**src/rtl/uart_tx_serializer.sv**
```systemverilog
// uart_tx_serializer: transmit shift engine of a 16550-style UART.
// Pops characters from the TX FIFO (registered read port) and sends
// start bit, 5..8 data bits LSB first, optional parity and 1/1.5/2 stop
// bits, timed by the 16x baud enable.
// Optional feature macro: UART_TX_STICK_PARITY_EN (stick parity via sp).
module uart_tx_serializer #(
   parameter int WIDTH = 8
) (
   input  logic             clk,
   input  logic             rstn,
   input  logic             baud_en,
   input  logic             fifo_empty,
   input  logic [WIDTH:0]   fifo_data,
   output logic             fifo_read,
   input  logic [1:0]       wls,
   input  logic             stb,
   input  logic             pen,
   input  logic             eps,
   input  logic             sp,
   input  logic             bc,
   output logic             txd,
   output logic             busy,
   output logic             tx_empty
);

   typedef enum logic [2:0] {
      IDLE,
      FETCH,
      LOAD,
      START,
      DATA,
      PARITY,
      STOP
   } state_t;

   state_t           state;
   state_t           state_nx;

   logic [WIDTH-1:0] shreg;
   logic [WIDTH-1:0] shreg_nx;
   logic [4:0]       tick_cnt;
   logic [4:0]       tick_nx;
   logic [4:0]       tick_last;
   logic [2:0]       bit_cnt;
   logic [2:0]       bit_nx;
   logic [2:0]       data_last;
   logic             bit_end;

   // frame format captured at LOAD so LCR writes only affect the next frame
   logic [1:0]       wls_r;
   logic             stb_r;
   logic             pen_r;
   logic             par_r;

   logic             par_x;
   logic             par_bit;
   logic             txd_r;
   logic             txd_nx;
   logic             fifo_read_nx;
   logic             unused_bits;

   // XOR of the transmitted data bits of the word arriving from the FIFO
   always_comb begin
      par_x = 1'b0;
      for (int unsigned i = 0; i < WIDTH; i++) begin
         if (i < (32'(wls) + 32'd5)) begin
            par_x = par_x ^ fifo_data[i];
         end
      end
   end

   // parity bit resolved at LOAD; eps/sp only matter through this value,
   // so latching the result is equivalent to latching the raw fields
`ifdef UART_TX_STICK_PARITY_EN
   always_comb begin
      if (sp) begin
         par_bit = ~eps;
      end else begin
         par_bit = eps ? par_x : ~par_x;
      end
   end
   assign unused_bits = fifo_data[WIDTH];
`else
   always_comb begin
      par_bit = eps ? par_x : ~par_x;
   end
   assign unused_bits = ^{sp, fifo_data[WIDTH]};
`endif

   // last tick index of the current bit period (stop length per frame format)
   always_comb begin
      tick_last = 5'd15;
      if (state == STOP && stb_r) begin
         tick_last = (wls_r == 2'd0) ? 5'd23 : 5'd31;
      end
   end

   assign bit_end   = baud_en && (tick_cnt == tick_last);
   assign data_last = 3'd4 + {1'b0, wls_r};

   // next-state, datapath and registered-output next values
   always_comb begin
      state_nx = state;
      shreg_nx = shreg;
      tick_nx  = tick_cnt;
      bit_nx   = bit_cnt;

      if ((state == START || state == DATA || state == PARITY || state == STOP) && baud_en) begin
         tick_nx = bit_end ? 5'd0 : tick_cnt + 5'd1;
      end

      unique case (state)
         IDLE: begin
            if (!fifo_empty) begin
               state_nx = FETCH;
            end
         end
         FETCH: begin
            state_nx = LOAD;
         end
         LOAD: begin
            shreg_nx = fifo_data[WIDTH-1:0];
            tick_nx  = '0;
            bit_nx   = '0;
            state_nx = START;
         end
         START: begin
            if (bit_end) begin
               state_nx = DATA;
            end
         end
         DATA: begin
            if (bit_end) begin
               shreg_nx = shreg >> 1;
               if (bit_cnt == data_last) begin
                  state_nx = pen_r ? PARITY : STOP;
               end else begin
                  bit_nx = bit_cnt + 3'd1;
               end
            end
         end
         PARITY: begin
            if (bit_end) begin
               state_nx = STOP;
            end
         end
         STOP: begin
            if (bit_end) begin
               state_nx = fifo_empty ? IDLE : FETCH;
            end
         end
         default: begin
            state_nx = IDLE;
         end
      endcase
   end

   // output register value follows the state being entered
   always_comb begin
      txd_nx = 1'b1;
      unique case (state_nx)
         START:   txd_nx = 1'b0;
         DATA:    txd_nx = shreg_nx[0];
         PARITY:  txd_nx = par_r;
         default: txd_nx = 1'b1;
      endcase
      fifo_read_nx = (state_nx == FETCH);
   end

   // state, datapath and output registers
   always_ff @(posedge clk) begin
      if (!rstn) begin
         state     <= IDLE;
         shreg     <= '0;
         tick_cnt  <= '0;
         bit_cnt   <= '0;
         wls_r     <= '0;
         stb_r     <= 1'b0;
         pen_r     <= 1'b0;
         par_r     <= 1'b0;
         txd_r     <= 1'b1;
         fifo_read <= 1'b0;
      end else begin
         state     <= state_nx;
         shreg     <= shreg_nx;
         tick_cnt  <= tick_nx;
         bit_cnt   <= bit_nx;
         txd_r     <= txd_nx;
         fifo_read <= fifo_read_nx;
         if (state == LOAD) begin
            wls_r <= wls;
            stb_r <= stb;
            pen_r <= pen;
            par_r <= par_bit;
         end
      end
   end

   // break overrides the registered line without stopping the engine
   assign txd      = txd_r & ~bc;
   assign busy     = (state != IDLE);
   assign tx_empty = (state == IDLE) && fifo_empty;

endmodule
```
**config.mk**
```make
export PLATFORM = sky130hd
export DESIGN_NAME = uart_tx_serializer
export DESIGN_NICKNAME = d
export VERILOG_FILES = /design/src/rtl/uart_tx_serializer.sv
export SDC_FILE = /design/constraint.sdc
export NUM_CORES = 1
export LEC_CHECK = 0
export ABC_AREA = 1
export CAP_MARGIN = 30
export CORE_MARGIN = 10
export CORE_UTILIZATION = 53
export CTS_CLUSTER_SIZE = 8
export DETAILED_ROUTE_END_ITERATION = 7
export GPL_TIMING_DRIVEN = 0
export PLACE_DENSITY = 0.79
export SETUP_SLACK_MARGIN = 0.2
export SLEW_MARGIN = 20
export SYNTH_ARGS = -nofsm -noshare
export SYNTH_HDL_FRONTEND = slang
export SYNTH_SLANG_ARGS = --single-unit
```
**constraint.sdc**
```tcl
create_clock -name clk -period 1.9 [get_ports clk]
set_input_delay 0.475 -clock clk [delete_from_list [all_inputs] [get_ports clk]]
set_output_delay 0.475 -clock clk [all_outputs]
set_load 0.02 [all_outputs]
```
Yosys cells after proc, flatten, opt, wreduce, memory -nomap -nowiden. Index checks and enable logic that the tools add are counted.

Register bits after elaboration: 26. Input port bits: 20. Output and inout port bits: 4.

Add/sub/neg operators: 4. $lt $le $gt $ge: 8. Eq/ne operators: 14. Muxes and demuxes: 27. Bitwise gates (word level): 11. Reduce and logical (&&, ||, !) cells: 14.

Operator list (number): 3-bit by 32-bit less-than comparator with 1-bit output, first input constant (3); 1-bit by 32-bit less-than comparator with 1-bit output, first input constant (2); 2-bit by 32-bit less-than comparator with 1-bit output, first input constant (2); 3-bit two-way mux (8); 3-bit one-hot mux with 7 select lines (1); 8-bit one-hot mux with 2 select lines (1); 3-bit equality test, second input constant (5); 1-bit two-way mux (10); 5-bit two-way mux (2); 3-bit by 2-bit equality test with 1-bit output, second input constant (3); 8-bit two-way mux (1); 1-bit XOR (7); 3-bit by 1-bit equality test with 1-bit output, second input constant (2); 3-bit one-hot mux with 2 select lines (1); 5-bit by 1-bit adder with 5-bit output, second input constant (1); 5-bit equality test (1); 2-bit by 3-bit adder with 4-bit output, second input constant (1); 1-bit logical AND (4); 3-bit by 4-bit less-than comparator with 1-bit output, first input constant (1); 4-bit two-way mux (1); 2-bit inequality test, second input constant (2); 3-bit by 1-bit adder with 3-bit output, second input constant (1); 3-bit by 2-bit adder with 3-bit output, first input constant (1); 3-bit equality test (1); other kinds (12) (16).

Depth between registers and ports, before layout.
Word-level depth: 19. Mapped depth: 16.

Worst setup path before layout. Ideal clock, no wire load.

Kind: register to register. Start point: reg tick_cnt[0]. End point: reg txd_r. Library setup time: 0.112 ns. Arrival: 1.457 ns. Setup slack: 0.331 ns. Cell stages (with the launch flop): 13. Buffers on the path: 0. Period minus slack after synthesis: 1.569 ns. Cells stage by stage: dfxtp_1 > ha_1 > nand3_1 > inv_1 > nand3_2 > nor2_8 > nand2_1 > nand2_1 > nand3_1 > nor2_1 > nand2_1 > nand2_1 > nand2_1.

Longest elaborated chain between the ends: 6. Elaborated cells on any way between the ends: 13.

Ends and longest elaborated chain: start, declared (line 41) `logic [4:0] tick_cnt;`; start signal, assigned (line 186) `tick_cnt <= tick_nx;`; 5-bit equality test (*) (line 98) `assign bit_end = baud_en && (tick_cnt == tick_last);`; 1-bit logical AND (*) (line 98); 3-bit two-way mux (on tied branches); 3-bit one-hot mux with 7 select lines (line 112) `unique case (state)`; 3-bit equality test or 3-bit by 2-bit equality test with 1-bit output (tied branches) (line 161) `unique case (state_nx)`; 1-bit one-hot mux with 3 select lines (*) (line 161); end signal, assigned (line 188) `txd_r <= txd_nx;`; end, declared (line 57) `logic txd_r;`.

Every way passes the cells marked *; elsewhere a longest branch is shown, timed or not. The select of a mux whose other input is x is not followed. A chain may end at the register's enable or synchronous reset.

Final worst setup path.
Start point: reg state[1]. End point: out tx_empty.

Longest elaborated chain between the ends: 2.

Ends and longest elaborated chain: start, declared (line 36) `state_t state;`; start signal, assigned (line 184) `state <= state_nx;`; 3-bit zero test (line 202) `assign tx_empty = (state == IDLE) && fifo_empty;`; 1-bit logical AND (line 202); end, declared (line 23) `output logic tx_empty`.

No other way between the ends.

==> run metrics <==
PD cells 624 nW/µm²; IO Pins 24; Worst Setup End Kind primary output; Slew Limit Fails 0; Post-Synthesis Mean Instance Area 6.60 µm²; Max Cap Violations 0; sequential share of power 49.4%; # diodes 0; register bit total from synthesis 26; Clock Latency Late Sink 330 ps; Avg WL per Cell 12.1 µm; Post-Syn Instances 240; Die H 74.7 µm; CP Max Fanout 4; DR DRC count 0; Detailed Routing Iterations Pass 1 4; Static Leakage 0.949 nW; clock share of power 18.6%; Setup crit end tx_empty; Max Buffers Root-to-Sink 2; critical path's top delay family buffers and inverters; pre-CTS setup slack -281 ps; commonest non-fill, non-tap cell in the layout nand2_1; r2r endpoint txd_r$_SDFF_PN1_; CP required 1420 ps; VDD IR-drop max 0.516 mV; Post-Place Cell Area 1830 µm²; Min-Delay Path Class reg2reg; Core ar. 2810 µm²; sequential area share after synthesis 32.9%; synth warn 0; sw frac 33.3%; Buf/Inv on CP 4; Setup Skew 14.3 ps; commonest cells after routing, fill and taps aside nand2_1 (61), inv_1 (26), dfxtp_1 (22), a21oi_1 (17); CP startpoint state[1]$_SDFF_PN0_; type of origin of the critical path flip-flop; H-Tree Depth 1; layout cells sized above 1 23.2%; Crit path top cell by count inv_2; distinct cell type count after synthesis 29; Tmin final 1780 ps; Layout area overhead 27.1%; CTS Buf Count 3; max incr delay on CP 340 ps; CTS tree built; critical setup path kind reg2out; Initial Utilization 56.5%; number of global-route vias before repair 1445; die area 5580 µm²; critical path depth 7; Final Hold Viols 0; RR Startpoint tick_cnt[0]$_SDFFE_PP0P_; Clock transition at path regs 120 ps; IO buf count 21; setup TNS 0 ps; gp weighted congestion 0.862; drt via density 5.13; Tcrit/Tclk final 93.5%; largest net degree at the start of global routing 14; slowest CP cell dfxtp_2; first-pass GRT wire length 6030 µm; WHS Path Cells 2; fin area 2010 µm²; final setup violation count 0; cell area after synthesis 1580 µm²; internal power 0.838 mW; clock tree root driver cell clkbuf_4; nets@finish 296; hpwl dp 2720 µm; Fmax 0.563 GHz; initial antenna violation count 0; status finished, final reports clean; worst-margin pin slew 387 ps; R2R cell count 14; CTS Sinks 26; overall power 1.26 mW; num rows 19; Total Wirelength 3660 µm; syn_nets 262; 1st-iter DRT viols 99; Routed Antenna Nets 0; worst-path cell chain buf_6, nor2_4, inv_2, nor2_2, inv_2, nor2_1, buf_4; die span in x 74.7 µm; Slew headroom 74.2%; final worst setup slack 123 ps; Comb power frac 32.0%; FF-to-FF setup slack 180 ps; final global-route overflow total 0; routed via count 1553; Tot GR Track Use 13.4%; crit path DAT 1300 ps; Psw 0.418 mW; RSZ-0062 raised after global routing true
[worst min-delay path by stage]
stage                                from               endpoint
finish              shreg[3]$_SDFFE_PN0P_  shreg[2]$_SDFFE_PN0P_
global route        shreg[7]$_SDFFE_PN0P_  shreg[7]$_SDFFE_PN0P_
CTS                 shreg[3]$_SDFFE_PN0P_  shreg[2]$_SDFFE_PN0P_
detailed placement  shreg[2]$_SDFFE_PN0P_  shreg[1]$_SDFFE_PN0P_
global placement    shreg[3]$_SDFFE_PN0P_  shreg[2]$_SDFFE_PN0P_
floorplan           shreg[7]$_SDFFE_PN0P_  shreg[7]$_SDFFE_PN0P_
[cell usage after synthesis, drive strengths merged]
library cell | instances | area share, %
a31oi | 4 | 1.6
nand3 | 18 | 6.6
ha | 2 | 1.6
xor2 | 4 | 2.2
nor2 | 24 | 8.9
or2 | 4 | 1.6
nand4 | 4 | 1.6
o21ai | 14 | 4.4
inv | 35 | 8.3
nor3 | 3 | 0.95
buf | 3 | 1.3
clkbuf | 2 | 0.47
o2111ai | 1 | 0.55
o211a | 1 | 0.63
nand3b | 1 | 0.47
nand2 | 72 | 18
xnor2 | 3 | 1.7
dfxtp | 26 | 33
a21oi | 19 | 6.2
[power groups by stage]
| stage | logic [mW] | registers, mW | clock network (mW) |
|---|---|---|---|
| after floorplan | 0.221 | 0.626 | 0 |
| after global placement | 0.333 | 0.626 | 0 |
| after detailed placement | 0.339 | 0.627 | 0 |
| after CTS | 0.341 | 0.618 | 0.243 |
| after global routing | 0.448 | 0.626 | 0.261 |
| final | 0.402 | 0.620 | 0.234 |
[metrics by stage]
step / utilization, % / cells / hold slack (ps)
floorplan: - / 240 / 439
global placement: 65.3 / 292 / 451
detailed placement: 65.3 / 292 / 457
CTS: 67.4 / 298 / 475
global route: 71.8 / 303 / 496
finish: 71.8 / 303 / 480
[worst register-to-register path: stages, from the launching register on]
cell	delay (ps)
dfxtp_2	380
ha_1	200
nand3_2	150
inv_2	100
nand3_4	100
nor2_8	160
nand2_1	70
nand2_1	70
nand2_1	50
nand2_1	60
nand2_2	90
nand2_1	70
nand2_1	40
nand2_1	50
nand2_1	40
[per-layer routing]
metal	vias to the layer above	GRT usage, %	wire, µm
li1	832	-	-
met1	692	17.2	1810
met2	24	21.5	1700
met3	5	2.37	98
met4	0	5.67	51
met5	-	0	0
[state kept, by name (all words and copies together) (netlist names)]
| name | cells |
|---|---|
| bit_cnt | 3 |
| fifo_read | 1 |
| par_r | 1 |
| pen_r | 1 |
| shreg | 8 |
| state | 3 |
| stb_r | 1 |
| tick_cnt | 5 |
| txd_r | 1 |
| wls_r | 2 |
[repair_timing]
item	4_1_cts	5_1_grt
hold buffers	0	0
buffers inserted	3	5
gates resized for setup	22	31
hold endpoints to repair	0	0
pin swaps	10	10
setup endpoints to repair	10	20
[cell type report]
class	instances	area, µm²
Buffer	5	38.8
Clock buffer	3	22.5
Fill cell	253	792
Inverter	35	134
Multi-Input combinational cell	174	977
Sequential cell	26	528
Tap cell	31	38.8
Timing Repair Buffer	29	274
[cells by family after synthesis]
kind of cell	share of synthesized area, %
DFF	32.9
AOI/OAI and AO/OA	13.4
adders and majority gates	1.58
buffers and inverters	10.1
xor gates and xnor gates	3.87
and+or+nand+nor	38.2
(Power assumes the default switching activity.)
